File: src/rtl/lfsr_seq_ctrl_pkg.sv
// rtl/lfsr_seq_ctrl_pkg.sv - shared opcodes, FSM encoding and LFSR defaults
//
// Purpose: constants shared by the LFSR sequencer, its datapath core and
// anything driving its command port.
package lfsr_seq_ctrl_pkg;

  // Command opcodes carried on cmd_op
  localparam logic [1:0] OP_LOAD = 2'b00;
  localparam logic [1:0] OP_RUN  = 2'b01;
  localparam logic [1:0] OP_SKIP = 2'b10;
  localparam logic [1:0] OP_MEAS = 2'b11;

  // Controller states
  typedef enum logic [1:0] {
    ST_IDLE = 2'b00,
    ST_RUN  = 2'b01,
    ST_SKIP = 2'b10,
    ST_MEAS = 2'b11
  } fsm_state_t;

  // Defaults for a 4-bit register: x^4 + x^3 + 1, maximal period 15
  localparam logic [3:0] DEF_TAPS      = 4'b1100;
  localparam logic [3:0] DEF_SAFE_SEED = 4'b0001;

endpackage

File: src/rtl/lfsr_seq_ctrl_if.sv
// rtl/lfsr_seq_ctrl_if.sv - command and word-stream handshake bundle
//
// Purpose: groups the command port (cmd_*) and the output word stream (out_*).
// Ports:
//   cmd_valid/cmd_ready/cmd_op/cmd_arg : host -> sequencer command
//   out_valid/out_ready/out_data       : sequencer -> consumer LFSR words
// Modports: master = host/consumer side, slave = sequencer side.
interface lfsr_seq_ctrl_if #(
  parameter int WIDTH = 4,
  parameter int CNT_W = 8
);
  logic             cmd_valid;
  logic             cmd_ready;
  logic [1:0]       cmd_op;
  logic [CNT_W-1:0] cmd_arg;
  logic             out_valid;
  logic             out_ready;
  logic [WIDTH-1:0] out_data;

  modport master (
    output cmd_valid, cmd_op, cmd_arg, out_ready,
    input  cmd_ready, out_valid, out_data
  );

  modport slave (
    input  cmd_valid, cmd_op, cmd_arg, out_ready,
    output cmd_ready, out_valid, out_data
  );
endinterface

File: src/rtl/lfsr_seq_ctrl_lfsr_core.sv
// rtl/lfsr_seq_ctrl_lfsr_core.sv - Fibonacci LFSR state register
//
// Purpose: holds the LFSR state and applies the step function.
// Ports:
//   CLK, RST  : clock, synchronous active-high reset (state <= SAFE_SEED)
//   load      : replace state with load_val (wins over step)
//   load_val  : value to load
//   step      : advance one position
//   state     : current register contents
//   nxt       : value the register would take on a step
module lfsr_core
  import lfsr_seq_ctrl_pkg::*;
#(
  parameter int               WIDTH     = 4,
  parameter logic [WIDTH-1:0] TAPS      = DEF_TAPS,
  parameter logic [WIDTH-1:0] SAFE_SEED = DEF_SAFE_SEED
) (
  input  logic             CLK,
  input  logic             RST,
  input  logic             load,
  input  logic [WIDTH-1:0] load_val,
  input  logic             step,
  output logic [WIDTH-1:0] state,
  output logic [WIDTH-1:0] nxt
);

  // Shift toward the MSB; the parity of the tapped bits enters at bit 0
  assign nxt = {state[WIDTH-2:0], ^(state & TAPS)};

  always_ff @(posedge CLK) begin
    if (RST) begin
      state <= SAFE_SEED;
    end else if (load) begin
      state <= load_val;
    end else if (step) begin
      state <= nxt;
    end
  end

endmodule

File: src/rtl/lfsr_seq_ctrl.sv
// rtl/lfsr_seq_ctrl.sv - command-driven sequencer around a Fibonacci LFSR
//
// Purpose: accepts LOAD / RUN / SKIP / MEASURE commands and drives the LFSR.
// Ports:
//   CLK, RST   : clock, synchronous active-high reset
//   bus        : slave side of lfsr_seq_ctrl_if (commands in, words out)
//   done       : one-cycle pulse when a command completes
//   period     : last measured period (held until the next MEASURE completes)
//   period_ovf : last MEASURE hit the counter limit without a match
//   seed_fix   : one-cycle pulse when a zero LOAD seed was replaced
module lfsr_seq_ctrl
  import lfsr_seq_ctrl_pkg::*;
#(
  parameter int               WIDTH     = 4,
  parameter logic [WIDTH-1:0] TAPS      = DEF_TAPS,
  parameter logic [WIDTH-1:0] SAFE_SEED = DEF_SAFE_SEED,
  parameter int               CNT_W     = 8
) (
  input  logic             CLK,
  input  logic             RST,
  lfsr_seq_ctrl_if.slave   bus,
  output logic             done,
  output logic [CNT_W-1:0] period,
  output logic             period_ovf,
  output logic             seed_fix
);

  fsm_state_t       fsm, fsm_n;
  logic [CNT_W-1:0] rem, rem_n;
  logic [CNT_W-1:0] cnt, cnt_n, cnt_inc;
  logic [CNT_W-1:0] period_n;
  logic [WIDTH-1:0] start, start_n;
  logic [WIDTH-1:0] lfsr_q, lfsr_nxt, load_val;
  logic             load, step, done_n, fix_n, ovf_n;
  logic             accept;

  lfsr_core #(
    .WIDTH     (WIDTH),
    .TAPS      (TAPS),
    .SAFE_SEED (SAFE_SEED)
  ) u_core (
    .CLK      (CLK),
    .RST      (RST),
    .load     (load),
    .load_val (load_val),
    .step     (step),
    .state    (lfsr_q),
    .nxt      (lfsr_nxt)
  );

  assign bus.cmd_ready = (fsm == ST_IDLE) && !RST;
  assign accept        = bus.cmd_valid && bus.cmd_ready;

  // The word on offer is always the pre-step state; it only moves on a
  // handshake, which keeps out_data stable under backpressure.
  assign bus.out_valid = (fsm == ST_RUN);
  assign bus.out_data  = lfsr_q;

  assign cnt_inc = cnt + CNT_W'(1);

  always_ff @(posedge CLK) begin
    if (RST) begin
      fsm        <= ST_IDLE;
      rem        <= '0;
      cnt        <= '0;
      start      <= SAFE_SEED;
      done       <= 1'b0;
      seed_fix   <= 1'b0;
      period     <= '0;
      period_ovf <= 1'b0;
    end else begin
      fsm        <= fsm_n;
      rem        <= rem_n;
      cnt        <= cnt_n;
      start      <= start_n;
      done       <= done_n;
      seed_fix   <= fix_n;
      period     <= period_n;
      period_ovf <= ovf_n;
    end
  end

  always_comb begin
    fsm_n    = fsm;
    rem_n    = rem;
    cnt_n    = cnt;
    start_n  = start;
    period_n = period;
    ovf_n    = period_ovf;
    done_n   = 1'b0;
    fix_n    = 1'b0;
    load     = 1'b0;
    load_val = bus.cmd_arg[WIDTH-1:0];
    step     = 1'b0;

    case (fsm)
      ST_IDLE: begin
        if (accept) begin
          case (bus.cmd_op)
            OP_LOAD: begin
              load   = 1'b1;
              done_n = 1'b1;
              // All-zero is the LFSR's lock-up state
              if (bus.cmd_arg[WIDTH-1:0] == '0) begin
                load_val = SAFE_SEED;
                fix_n    = 1'b1;
              end
            end
            OP_RUN, OP_SKIP: begin
              if (bus.cmd_arg == '0) begin
                done_n = 1'b1;
              end else begin
                rem_n = bus.cmd_arg;
                fsm_n = (bus.cmd_op == OP_RUN) ? ST_RUN : ST_SKIP;
              end
            end
            default: begin
              start_n = lfsr_q;
              cnt_n   = '0;
              fsm_n   = ST_MEAS;
            end
          endcase
        end
      end

      ST_RUN: begin
        if (bus.out_ready) begin
          step  = 1'b1;
          rem_n = rem - CNT_W'(1);
          if (rem == CNT_W'(1)) begin
            fsm_n  = ST_IDLE;
            done_n = 1'b1;
          end
        end
      end

      ST_SKIP: begin
        step  = 1'b1;
        rem_n = rem - CNT_W'(1);
        if (rem == CNT_W'(1)) begin
          fsm_n  = ST_IDLE;
          done_n = 1'b1;
        end
      end

      ST_MEAS: begin
        step  = 1'b1;
        cnt_n = cnt_inc;
        // A match leaves the register back at start, since this step lands on it
        if (lfsr_nxt == start) begin
          period_n = cnt_inc;
          ovf_n    = 1'b0;
          done_n   = 1'b1;
          fsm_n    = ST_IDLE;
        end else if (cnt_inc == '1) begin
          period_n = '1;
          ovf_n    = 1'b1;
          done_n   = 1'b1;
          fsm_n    = ST_IDLE;
        end
      end

      default: fsm_n = ST_IDLE;
    endcase
  end

endmodule

File: src/flat_wrapper.sv
// flat-port wrapper written by rule: the top's interface ports become plain ports
module lfsr_seq_ctrl_flat import lfsr_seq_ctrl_pkg::*;
#(
  parameter int               WIDTH     = 4,
  parameter logic [WIDTH-1:0] TAPS      = DEF_TAPS,
  parameter logic [WIDTH-1:0] SAFE_SEED = DEF_SAFE_SEED,
  parameter int               CNT_W     = 8
)
  (CLK, RST, done, period, period_ovf, seed_fix, bus_cmd_valid, bus_cmd_op, bus_cmd_arg, bus_out_ready, bus_cmd_ready, bus_out_valid, bus_out_data);
  lfsr_seq_ctrl_if #(.WIDTH(WIDTH), .CNT_W(CNT_W)) bus_i ();
  input  logic CLK;
  input  logic RST;
  output logic done;
  output logic [CNT_W-1:0] period;
  output logic period_ovf;
  output logic seed_fix;
  input wire logic [$bits(bus_i.cmd_valid)-1:0] bus_cmd_valid;
  input wire logic [$bits(bus_i.cmd_op)-1:0] bus_cmd_op;
  input wire logic [$bits(bus_i.cmd_arg)-1:0] bus_cmd_arg;
  input wire logic [$bits(bus_i.out_ready)-1:0] bus_out_ready;
  output wire logic [$bits(bus_i.cmd_ready)-1:0] bus_cmd_ready;
  output wire logic [$bits(bus_i.out_valid)-1:0] bus_out_valid;
  output wire logic [$bits(bus_i.out_data)-1:0] bus_out_data;
  assign bus_i.cmd_valid = bus_cmd_valid;
  assign bus_i.cmd_op = bus_cmd_op;
  assign bus_i.cmd_arg = bus_cmd_arg;
  assign bus_i.out_ready = bus_out_ready;
  assign bus_cmd_ready = bus_i.cmd_ready;
  assign bus_out_valid = bus_i.out_valid;
  assign bus_out_data = bus_i.out_data;
  lfsr_seq_ctrl #(.WIDTH(WIDTH), .TAPS(TAPS), .SAFE_SEED(SAFE_SEED), .CNT_W(CNT_W)) u_core (.CLK(CLK), .RST(RST), .bus(bus_i), .done(done), .period(period), .period_ovf(period_ovf), .seed_fix(seed_fix));
endmodule
File: config.mk
export PLATFORM = sky130hd
export DESIGN_NAME = lfsr_seq_ctrl_flat
export DESIGN_NICKNAME = d
export VERILOG_FILES = /design/src/rtl/lfsr_seq_ctrl_pkg.sv /design/src/rtl/lfsr_seq_ctrl_if.sv /design/src/rtl/lfsr_seq_ctrl_lfsr_core.sv /design/src/rtl/lfsr_seq_ctrl.sv /design/src/flat_wrapper.sv
export SDC_FILE = /design/constraint.sdc
export NUM_CORES = 1
export LEC_CHECK = 0
export BUFFER_PORTS_ARGS = -buffer_cell sky130_fd_sc_hd__buf_2
export CORE_MARGIN = 2
export CORE_UTILIZATION = 56
export DETAILED_ROUTE_END_ITERATION = 8
export GPL_TIMING_DRIVEN = 0
export PLACE_DENSITY_LB_ADDON = 0.12
export SLEW_MARGIN = 20
export SYNTH_ARGS = -nofsm -noshare
export SYNTH_HDL_FRONTEND = slang
export SYNTH_SLANG_ARGS = --single-unit
File: constraint.sdc
create_clock -name CLK -period 2.5 [get_ports CLK]
set_clock_uncertainty 0.15 [all_clocks]
set_input_delay 0.5 -clock CLK [delete_from_list [all_inputs] [get_ports CLK]]
set_output_delay 0.5 -clock CLK [all_outputs]
set_load 0.02 [all_outputs]
==> flow_metrics.py <==
metrics = {
    "critical_path": {
        "timing.rr.start": "u_core.fsm[1]$_SDFFE_PP0P_",
        "crit_chain": "ha_1 -> inv_1 -> a21oi_1 -> mux2i_1 -> a21oi_1 -> or2_1",
        "cp.required_ns": 2.53,
        "crit_top_cell": "a21oi_1",
        "crit_fanout": 7,
        "cp-start-kind": "register",
        "reg2reg_depth": 6,
        "timing.rr.end": "u_core.u_core.state[0]$_SDFFE_PP1P_",
        "worstPathArrival_ns": 2.27,
        "r2r_setup_slack_ns": 0.26,
        "crit_path_end_kind": "register",
        "startpoint": "u_core.fsm[1]$_SDFFE_PP0P_",
        "cp_top_family": "compound AO/OA/AOI/OAI gates",
        "worst-setup-path-type": "register to register",
        "cp_slowest_stage_delay_ns": 0.51,
        "critPathCapture": "u_core.u_core.state[0]$_SDFFE_PP1P_",
        "path_depth": 6,
        "path_buf_inv": 1,
        "slowest_stage": "a21oi_1",
    },
    "synthesis": {
        "syn_area_um2": 2100,
        "synth_top_cell_by_area": "dfxtp_1",
        "synth-main-ff-cell": "dfxtp_1",
        "synth.top_cells.by_count": "dfxtp_1 (37), a21oi_1 (26), nor2_1 (26), inv_1 (17), ha_1 (12)",
        "ys_ff_latch": 37,
        "synth_top_area_share": 0.353,
        "yosysWarningCount": 0,
        "ys_seq_area_frac": 0.353,
        "synthCells": 242,
        "async_flop_share": 0,
        "synth_edf_count": 0,
        "synth_cell_type_count": 46,
        "synth_fp_nets": 268,
        "ys_top_cells_by_area": "dfxtp_1 (35%), ha_1 (7.2%), a21oi_1 (6.2%)",
        "synth.avg_cell_area_um2": 8.68,
        "yosysMostFrequentCell": "dfxtp_1",
    },
    "clocking": {
        "cts_made_buffers": 5,
        "root_buffer": "clkbuf_8",
        "postCtsHoldBufs": 0,
        "cts.sink_count": 37,
        "post-cts-setup-buffer-count": 0,
        "clkTransAtPathRegs_ns": 0.07,
        "htreeDepth": 2,
        "clock_latency_ns": 0.29,
        "cts_tree": "built",
        "clockBufferDepth": 2,
    },
    "detailed_routing": {
        "drt-total-wl_um": 4550,
        "route.detailed.drc": 0,
        "firstDrtPassIters": 4,
        "vias": 1844,
        "ant_nets": 0,
        "vias_per_cell": 5.64,
        "routedWlPerCell_um": 13.9,
        "drt_iter0_markers": 102,
    },
    "final_layout": {
        "area_delta_synth_final_pct": 13.6,
        "num_antenna_cells": 0,
        "finalNonFillerCells": 327,
        "drive_gt1_frac": 0.176,
        "fin_nets": 304,
        "utilization": 0.657,
    },
    "floorplan": {
        "rows": 22,
        "design.core.area_um2": 3630,
        "die_y_um": 65.2,
        "start_util": 0.578,
        "fp.dieW_um": 65.2,
        "design.portCount": 31,
        "die_area_um2": 4250,
    },
    "hold_path": {
        "whs_path_depth": 2,
        "worstHoldPathType": "register to register",
    },
    "run_status": {
        "status": "complete, no violations",
    },
    "sta": {
        "rsz0062_at_grt": "false",
        "setup_violations": 0,
        "maxSlewViolCount": 0,
        "hold_viol_final": 0,
        "timing.final.crit_share": 0.897,
        "tns_ns": 0,
        "worstMarginPinSlew_ns": 0.574,
        "slew_headroom": 0.617,
        "fmax_mhz": 446,
        "fin_crit_ns": 2.24,
    },
    "pwr": {
        "powerDensity_nw_per_um2": 826,
        "p_sw_frac": 0.391,
        "seqPwrFrac": 0.373,
        "comb_power_share": 0.425,
        "power_switching_mw": 0.772,
        "max-vdd-ir-drop_mv": 0.506,
        "power_frac_clock": 0.202,
        "intPower_mw": 1.20,
        "p_leak_nw": 1.01,
    },
    "grt": {
        "grt_pass1_wl_um": 7710,
        "grt_overflow": 0,
        "track_usage": 0.234,
        "grt_max_degree": 11,
        "antenna_found_initial": 0,
        "grt_pass1_vias": 1715,
    },
    "place": {
        "portBuffers": 29,
        "place_congestion": 0.870,
        "dpl.hpwl_um": 3390,
        "dp_cells": 319,
    },
    "job": {
        "maxCapViolCount": 0,
    },
}
## power groups by stage
stage                     clock network [mW]  logic [mW]  registers [mW]
final                                  0.397       0.839           0.735
after CTS                              0.408       0.831           0.734
after floorplan                            0       0.644           0.741
after global routing                   0.435       0.941           0.747
after detailed placement                   0       0.828           0.747
after global placement                     0       0.812           0.746
## stage by stage
step,total power [mW],worst slack [ns],hold WS [ns],instance area [um^2]
final,1.97,0.257,0.337,2390
after global routing,2.12,0.0511,0.368,2390
after CTS,1.97,0.214,0.341,2380
after detailed placement,1.58,0.140,0.325,2300
after global placement,1.56,0.178,0.318,2300
after floorplan,1.39,0.492,0.297,2100
## kinds of logic (layout without fill, tap and decap cells)
kind of cell	Yosys count	count (layout)	synth area share
buffers and inverters	29	66	0.0554
adders and majority gates	12	12	0.0715
and+or+nand+nor	79	79	0.206
AOI/OAI and AO/OA	64	64	0.214
DFF	37	37	0.353
muxes	10	10	0.0477
xor gates and xnor gates	11	11	0.0530
## tightest hold or removal path: stages (launching register included)
cell and delay (ns):
dfxtp_1 0.33, nand2_1 0.06, a21oi_1 0.05
## state kept, by name, indices dropped and copies added, names as in the netlist
name / cells
u_core.cnt: 8
u_core.done: 1
u_core.fsm: 2
u_core.period: 8
u_core.period_ovf: 1
u_core.rem: 8
u_core.seed_fix: 1
u_core.start: 4
u_core.u_core.state: 4
## how the worst min path moves through the flow
| stage | from | to |
|---|---|---|
| after floorplan | u_core.start[0]$_SDFFE_PP1P_ | u_core.start[0]$_SDFFE_PP1P_ |
| after global placement | u_core.start[0]$_SDFFE_PP1P_ | u_core.start[0]$_SDFFE_PP1P_ |
| after detailed placement | u_core.start[0]$_SDFFE_PP1P_ | u_core.start[0]$_SDFFE_PP1P_ |
| after CTS | u_core.start[0]$_SDFFE_PP1P_ | u_core.start[0]$_SDFFE_PP1P_ |
| after global routing | u_core.rem[1]$_SDFFE_PP0P_ | u_core.rem[1]$_SDFFE_PP0P_ |
| final | u_core.rem[1]$_SDFFE_PP0P_ | u_core.rem[1]$_SDFFE_PP0P_ |
## area by class of cell
class / instances / area, um^2
multi-input combinational: 176 / 1240
fill: 341 / 1250
timing repair buffer: 29 / 145
clock buffer: 8 / 80.1
sequential: 37 / 741
inverter: 17 / 63.8
buffer: 12 / 53.8
tap: 48 / 60.1
## repair_timing
action,4_1_cts,5_1_grt
gates resized for setup,0,2
endpoints found under the hold margin,0,0
setup endpoints to repair,0,3
## layout by cell type (no fill, tap or decap), types with 2 or more instances in the layout
cell type and count:
a211o_1 2, a211oi_1 9, a21o_1 2, a21oi_1 26
a22oi_1 5, buf_2 32, clkbuf_1 10, clkbuf_8 5
dfxtp_1 37, ha_1 12, inv_1 17, mux2i_1 10
nand2_1 6, nand2b_1 9, nand3_1 5, nor2_1 26
nor2b_1 3, nor3_1 11, nor4_2 2, o21ai_0 3
o21bai_2 2, o32ai_1 5, or3_1 7, xnor2_1 3
xor2_1 7
## layer usage
layer | share of wire | wire length, um | vias to the layer above | GRT usage
met1 | 0.47 | 2140 | 864 | 0.294
met4 | 0.017 | 78 | 0 | 0.0990
li1 | - | - | 933 | -
met5 | 0 | 0 | - | 0
met3 | 0.044 | 198 | 9 | 0.0651
met2 | 0.47 | 2130 | 38 | 0.378
(Power assumes the default switching activity.)
